`src/rtl/coherence_arbiter.sv`:
```
// Round-robin bus arbiter and snoop coherence controller for NCPUS private I/D cache pairs.
// Optional macro CC_C2C_EN: dirty snoop hits are serviced by one cache-to-cache write-back transaction.
module coherence_arbiter #(
  parameter int unsigned NCPUS  = 2,
  parameter int unsigned WORD_W = 32
) (
  input  logic                    CLK,
  input  logic                    RST,
  input  logic [NCPUS-1:0]        iREN,
  input  logic [NCPUS*WORD_W-1:0] iaddr,
  output logic [NCPUS-1:0]        iwait,
  output logic [NCPUS*WORD_W-1:0] iload,
  input  logic [NCPUS-1:0]        dREN,
  input  logic [NCPUS-1:0]        dWEN,
  input  logic [NCPUS*WORD_W-1:0] daddr,
  input  logic [NCPUS*WORD_W-1:0] dstore,
  output logic [NCPUS-1:0]        dwait,
  output logic [NCPUS*WORD_W-1:0] dload,
  input  logic [NCPUS-1:0]        cctrans,
  input  logic [NCPUS-1:0]        ccwrite,
  output logic [NCPUS-1:0]        ccwait,
  output logic [NCPUS-1:0]        ccinv,
  output logic [NCPUS*WORD_W-1:0] ccsnoopaddr,
  output logic                    ramREN,
  output logic                    ramWEN,
  output logic [WORD_W-1:0]       ramaddr,
  output logic [WORD_W-1:0]       ramstore,
  input  logic [WORD_W-1:0]       ramload,
  input  logic                    ram_wait
);

  localparam int unsigned CW = (NCPUS > 1) ? $clog2(NCPUS) : 1;
  typedef logic [CW-1:0] idx_t;

  typedef enum logic [2:0] {
    IDLE, GRANT, SNOOP, SNPRESP, MEMRD, MEMWR
`ifdef CC_C2C_EN
    , C2C
`endif
  } state_t;

  state_t                    state_q;
  idx_t                      rr_q, req_q, snp_q;
  logic                      dside_q;
  logic [NCPUS-1:0]          iwait_q, dwait_q, ccwait_q, ccinv_q;
  logic [NCPUS*WORD_W-1:0]   iload_q, dload_q, ccsnoopaddr_q;
  logic                      ramREN_q, ramWEN_q;
  logic [WORD_W-1:0]         ramaddr_q, ramstore_q;
`ifndef CC_C2C_EN
  logic                      rdpend_q;
`endif

  idx_t wen_idx, ren_idx, ien_idx, snp_idx, rr_next;
  logic snp_hit;
  logic unused_cctrans;

  assign unused_cctrans = ^cctrans;

  // First set bit at or above start, wrapping; scanned top-down so the nearest one wins.
  function automatic idx_t rr_pick(input logic [NCPUS-1:0] req, input idx_t start);
    int unsigned pos;
    rr_pick = start;
    for (int unsigned k = NCPUS; k > 0; k--) begin
      pos = (32'(start) + k - 1) % NCPUS;
      if (req[pos]) rr_pick = idx_t'(pos);
    end
  endfunction

  assign wen_idx = rr_pick(dWEN, rr_q);
  assign ren_idx = rr_pick(dREN, rr_q);
  assign ien_idx = rr_pick(iREN, rr_q);
  assign rr_next = (req_q == idx_t'(NCPUS - 1)) ? '0 : req_q + 1'b1;

  always_comb begin
    snp_hit = 1'b0;
    snp_idx = '0;
    for (int unsigned j = NCPUS; j > 0; j--) begin
      if (ccwrite[j-1] && (idx_t'(j - 1) != req_q)) begin
        snp_hit = 1'b1;
        snp_idx = idx_t'(j - 1);
      end
    end
  end

  always_ff @(posedge CLK) begin
    if (RST) begin
      state_q       <= IDLE;
      rr_q          <= '0;
      req_q         <= '0;
      snp_q         <= '0;
      dside_q       <= 1'b0;
      iwait_q       <= '1;
      dwait_q       <= '1;
      iload_q       <= '0;
      dload_q       <= '0;
      ccwait_q      <= '0;
      ccinv_q       <= '0;
      ccsnoopaddr_q <= '0;
      ramREN_q      <= 1'b0;
      ramWEN_q      <= 1'b0;
      ramaddr_q     <= '0;
      ramstore_q    <= '0;
`ifndef CC_C2C_EN
      rdpend_q      <= 1'b0;
`endif
    end else begin
      iwait_q <= '1;
      dwait_q <= '1;
      case (state_q)
        IDLE: if (|{iREN, dREN, dWEN}) state_q <= GRANT;
        GRANT: begin
          if (|dWEN) begin
            req_q      <= wen_idx;
            dside_q    <= 1'b1;
            ramaddr_q  <= daddr[wen_idx*WORD_W +: WORD_W];
            ramstore_q <= dstore[wen_idx*WORD_W +: WORD_W];
            ramWEN_q   <= 1'b1;
            state_q    <= MEMWR;
          end else if (|dREN) begin
            req_q     <= ren_idx;
            dside_q   <= 1'b1;
            ramaddr_q <= daddr[ren_idx*WORD_W +: WORD_W];
            if (NCPUS == 1) begin
              ramREN_q <= 1'b1;
              state_q  <= MEMRD;
            end else begin
              for (int unsigned j = 0; j < NCPUS; j++) begin
                if (idx_t'(j) != ren_idx) begin
                  ccwait_q[j] <= 1'b1;
                  ccinv_q[j]  <= ccwrite[ren_idx];
                  ccsnoopaddr_q[j*WORD_W +: WORD_W] <= daddr[ren_idx*WORD_W +: WORD_W];
                end
              end
              state_q <= SNOOP;
            end
          end else if (|iREN) begin
            req_q     <= ien_idx;
            dside_q   <= 1'b0;
            ramaddr_q <= iaddr[ien_idx*WORD_W +: WORD_W];
            ramREN_q  <= 1'b1;
            state_q   <= MEMRD;
          end else begin
            state_q <= IDLE;
          end
        end
        SNOOP: state_q <= SNPRESP;
        SNPRESP: begin
          ccwait_q <= '0;
          ccinv_q  <= '0;
          if (snp_hit) begin
            snp_q      <= snp_idx;
            ramstore_q <= dstore[snp_idx*WORD_W +: WORD_W];
            ramWEN_q   <= 1'b1;
`ifdef CC_C2C_EN
            state_q    <= C2C;
`else
            rdpend_q   <= 1'b1;
            state_q    <= MEMWR;
`endif
          end else begin
            ramREN_q <= 1'b1;
            state_q  <= MEMRD;
          end
        end
        MEMRD: if (!ram_wait) begin
          ramREN_q <= 1'b0;
          if (dside_q) begin
            dwait_q[req_q] <= 1'b0;
            dload_q[req_q*WORD_W +: WORD_W] <= ramload;
          end else begin
            iwait_q[req_q] <= 1'b0;
            iload_q[req_q*WORD_W +: WORD_W] <= ramload;
          end
          rr_q    <= rr_next;
          state_q <= IDLE;
        end
        MEMWR: if (!ram_wait) begin
          ramWEN_q <= 1'b0;
`ifndef CC_C2C_EN
          // Snooper write-back finished: release it and read the fresh line for the requester.
          if (rdpend_q) begin
            rdpend_q       <= 1'b0;
            dwait_q[snp_q] <= 1'b0;
            ramREN_q       <= 1'b1;
            state_q        <= MEMRD;
          end else
`endif
          begin
            dwait_q[req_q] <= 1'b0;
            rr_q           <= rr_next;
            state_q        <= IDLE;
          end
        end
`ifdef CC_C2C_EN
        C2C: if (!ram_wait) begin
          ramWEN_q       <= 1'b0;
          dload_q[req_q*WORD_W +: WORD_W] <= ramstore_q;
          dwait_q[req_q] <= 1'b0;
          dwait_q[snp_q] <= 1'b0;
          rr_q           <= rr_next;
          state_q        <= IDLE;
        end
`endif
        default: state_q <= IDLE;
      endcase
    end
  end

  assign iwait       = iwait_q;
  assign dwait       = dwait_q;
  assign iload       = iload_q;
  assign dload       = dload_q;
  assign ccwait      = ccwait_q;
  assign ccinv       = ccinv_q;
  assign ccsnoopaddr = ccsnoopaddr_q;
  assign ramREN      = ramREN_q;
  assign ramWEN      = ramWEN_q;
  assign ramaddr     = ramaddr_q;
  assign ramstore    = ramstore_q;

endmodule
```
`config.mk`:
```
export PLATFORM = sky130hd
export DESIGN_NAME = coherence_arbiter
export DESIGN_NICKNAME = d
export VERILOG_FILES = /design/src/rtl/coherence_arbiter.sv
export SDC_FILE = /design/constraint.sdc
export NUM_CORES = 1
export LEC_CHECK = 0
export BUFFER_PORTS_ARGS = -buffer_cell sky130_fd_sc_hd__buf_2
export CAP_MARGIN = 20
export CELL_PAD_IN_SITES_DETAIL_PLACEMENT = 1
export CELL_PAD_IN_SITES_GLOBAL_PLACEMENT = 2
export CORE_MARGIN = 4
export CORE_UTILIZATION = 28
export CTS_CLUSTER_DIAMETER = 200
export DETAILED_ROUTE_END_ITERATION = 7
export MAX_ROUTING_LAYER = met4
export PLACE_DENSITY = 0.83
export SLEW_MARGIN = 25
export SYNTH_ARGS = -nofsm -noshare
export SYNTH_HDL_FRONTEND = slang
export SYNTH_SLANG_ARGS = --single-unit
```
`constraint.sdc`:
```
create_clock -name CLK -period 3.83 [get_ports CLK]
set_clock_uncertainty 0.2 [all_clocks]
set_input_delay 0.383 -clock CLK [delete_from_list [all_inputs] [get_ports CLK]]
set_output_delay 0.383 -clock CLK [all_outputs]
set_load 0.005 [all_outputs]
```
==> qor.yml <==
status:
  run_status: "finished, final reports clean"
sta:
  setup-violations-final: 0
  max_freq_ghz: 0.319
  layout_min_cycle_time_ps: 3140
  worst_slew_margin_rel: 0.486
  setup_slack_ps: 693
  report.final.hold_viol_count: 0
  setup-tns-final_ps: 0
  timing_max_transition_violations_final: 0
  grt_setup_unrepaired: "no"
  tightest_slew_ps: 770
  final_min_period_over_clock_period: 0.819
cells_and_area:
  nFillCells: 4822
  multi_input_comb_area_mm2: 0.00539
  final_layout_size_suffix_gt1_frac: 0.307
  seq_area_mm2: 0.00549
  final_cells: 2570
  num-nets-final: 2253
  area_growth_pct: 51.0
  finish.instance_area_mm2: 0.0172
critical_path:
  regToRegSetupSlack_ps: 690
  crit_slowest_cell: "sky130_fd_sc_hd__dfxtp_1"
  arrival_time_of_data_at_the_critical_path_endpoint_ps: 3400
  critPathRequiredTime_ps: 4100
  start_to_end_type_of_the_worst_setup_path: "flip-flop to flip-flop"
  worstPathCellList: "and3b_1 > a22oi_2 > a2111oi_4 > buf_4 > and2_1 > a221o_1 > dlygate4sd3_1"
  critical_path.startpoint_type: "flip-flop"
  cpPeakStageDelay_ps: 640
  crit_fanout: 31
  endpoint_kind: "flip-flop"
floorplanning:
  design.die.area_mm2: 0.0438
  placementRows: 73
  io_pins: 503
  start_util: 0.285
  die_width_um: 209
  die_height_um: 209
  core_mm2: 0.0399
place:
  dp_hpwl_mm: 35.5
  globalplace.congestion: 0.857
  place_area_mm2: 0.0143
  place_worst_setup_slack_ps: 1020
  placedCellCount: 2339
  placement.io_buffers: 500
yosys:
  synthesized_net_count: 1636
  synth.most_common_cell: "sky130_fd_sc_hd__nand2_1"
  ys_types: 54
  async_flop_share: 0
  synthesized_cell_area_mm2: 0.0114
  synth.avg_cell_area_um2: 8.12
  netlist.area_leader.share: 0.483
  synth_top_flop_cell: "sky130_fd_sc_hd__dfxtp_1"
  synth_edf_count: 0
  post_synth_most_frequent_cells: "sky130_fd_sc_hd__nand2_1, sky130_fd_sc_hd__dfxtp_1, sky130_fd_sc_hd__a21oi_1, sky130_fd_sc_hd__nor2_1, sky130_fd_sc_hd__clkbuf_1"
  yosys.area.top_type: "sky130_fd_sc_hd__dfxtp_1"
  synthesis.yosys.warnings: 0
  synth_seq_area_share: 0.483
  synthCells: 1399
  postSynthRegisterBits: 274
  ys_top_cells_by_area: "sky130_fd_sc_hd__dfxtp_1, sky130_fd_sc_hd__nand2_1, sky130_fd_sc_hd__a21oi_1, sky130_fd_sc_hd__nor2_1, sky130_fd_sc_hd__a221o_1"
hold_path:
  min_path_type: "primary input to flip-flop"
power:
  leakagePower_nw: 7.49
  power.ir.vdd_worst_v: 0.000285
  totalPowerFinal_mw: 7.58
  power-per-cell-area_mw_per_mm2: 442
route:
  routed_wire_length_per_instance_um: 20.5
  ant_nets: 0
  wire_length_after_detailed_routing_mm: 52.7
  drc_errors: 0
  num_vias: 12900
  drtPass1Iterations: 6
  drtIter0Drc: 594
  detail_route.vias_per_cell: 5.01
clocking:
  clk_latency_ps: 530
  cts_post_setup_buffers_inserted: 0
  clock_path_buffers: 3
  htree_num_levels: 2
  clock-root-buffer: "sky130_fd_sc_hd__clkbuf_16"
  tritoncts: "built"
  cts.sink_count: 274
  cts-buffers-inserted: 34
  worst_setup_hold_path_clk_slew_ps: 60
global_route:
  grt_overflow: 0
  grt_antenna_before_repair: 3
  grt_first_pass_wirelength_mm: 79.5
  grt_start_max_net_pins: 134
  grtUsageTotal: 0.234
  number_of_global_route_vias_before_repair: 13400
run:
  count_of_maximum_capacitance_violations: 0
[layout by cell type (no fill, tap or decap), types with 32 or more instances in the layout]
cell                              n
sky130_fd_sc_hd__nand2_1        375
sky130_fd_sc_hd__and2_1          32
sky130_fd_sc_hd__dfxtp_1        274
sky130_fd_sc_hd__nor2_1          93
sky130_fd_sc_hd__dlygate4sd3_1  166
sky130_fd_sc_hd__nand3_1         56
sky130_fd_sc_hd__clkbuf_16       34
sky130_fd_sc_hd__a21oi_1        196
sky130_fd_sc_hd__o21ai_0         42
sky130_fd_sc_hd__buf_2          499
[final timing paths]
path	endpoint	startpoint	cells past startpoint
setup reg to reg	ramstore[10]	state_q[0]	7
hold reg to reg	ccsnoopaddr[19]	ccsnoopaddr[19]	2
hold / removal	ramaddr[18]	iaddr[18]	4
setup / recovery	ramstore[10]	state_q[0]	7
[registers in the layout, summed over array words and instances, names as in the netlist, 3 cells and up]
name and count:
ccsnoopaddr 64, dload 64, iload 64, ramaddr 32
ramstore 32, state_q 3
[critical path: cells and delay by family (launching register included)]
kind                   cells  cell delay, ps
AND/OR/NAND/NOR            2             680
AO/OA/AOI/OAI              3             620
flip-flops                 1             640
buffers and inverters      2             920
[power breakdown]
part,internal (mW),switching (mW),leakage (nW),total [mW]
registers,2.97,0.0886,2.22,3.06
logic,0.525,0.603,4.69,1.13
clock network,2.07,1.32,0.580,3.39
total,5.57,2.01,7.49,7.58
[kinds of logic after synthesis]
logic type               count (synthesis)  synth area share
AO/OA/AOI/OAI                          368             0.206
adder cells (fa/ha/maj)                  1          0.000992
buffers and inverters                  116            0.0480
flip-flops                             274             0.483
multiplexers                            41            0.0378
AND/OR/NAND/NOR                        599             0.224
[metal layers]
metal / vias up / GRT usage / wire (um)
li1: 6047 / - / -
met1: 6237 / 0.275 / 21500
met2: 458 / 0.388 / 25700
met3: 122 / 0.0471 / 3240
met4: 0 / 0.107 / 2290
met5: - / - / 0
[through the flow]
| step | util | hold WS (ps) |
|---|---|---|
| final | 0.430 | 28.6 |
| after global routing | 0.430 | 26.0 |
| after CTS | 0.430 | 0.329 |
| after detailed placement | 0.358 | 245 |
| after global placement | 0.358 | 240 |
| after floorplan | - | 248 |
[timing repair]
action / in CTS / in global routing
hold buffers: 166 / 0
resized for setup: 0 / 0
hold endpoints to repair: 226 / 0
endpoints found under the setup margin: 0 / 0
[cell type report]
class	count	share of cell area
multi-input cells	1009	0.314
clock inverters	14	0.0112
well taps	525	0.0383
repair buffers	693	0.258
flip-flops and latches	274	0.320
inverters	4	0.000875
diodes	3	0.000438
clock buffers	48	0.0573
Note: power is estimated with default switching activity, not from simulation.
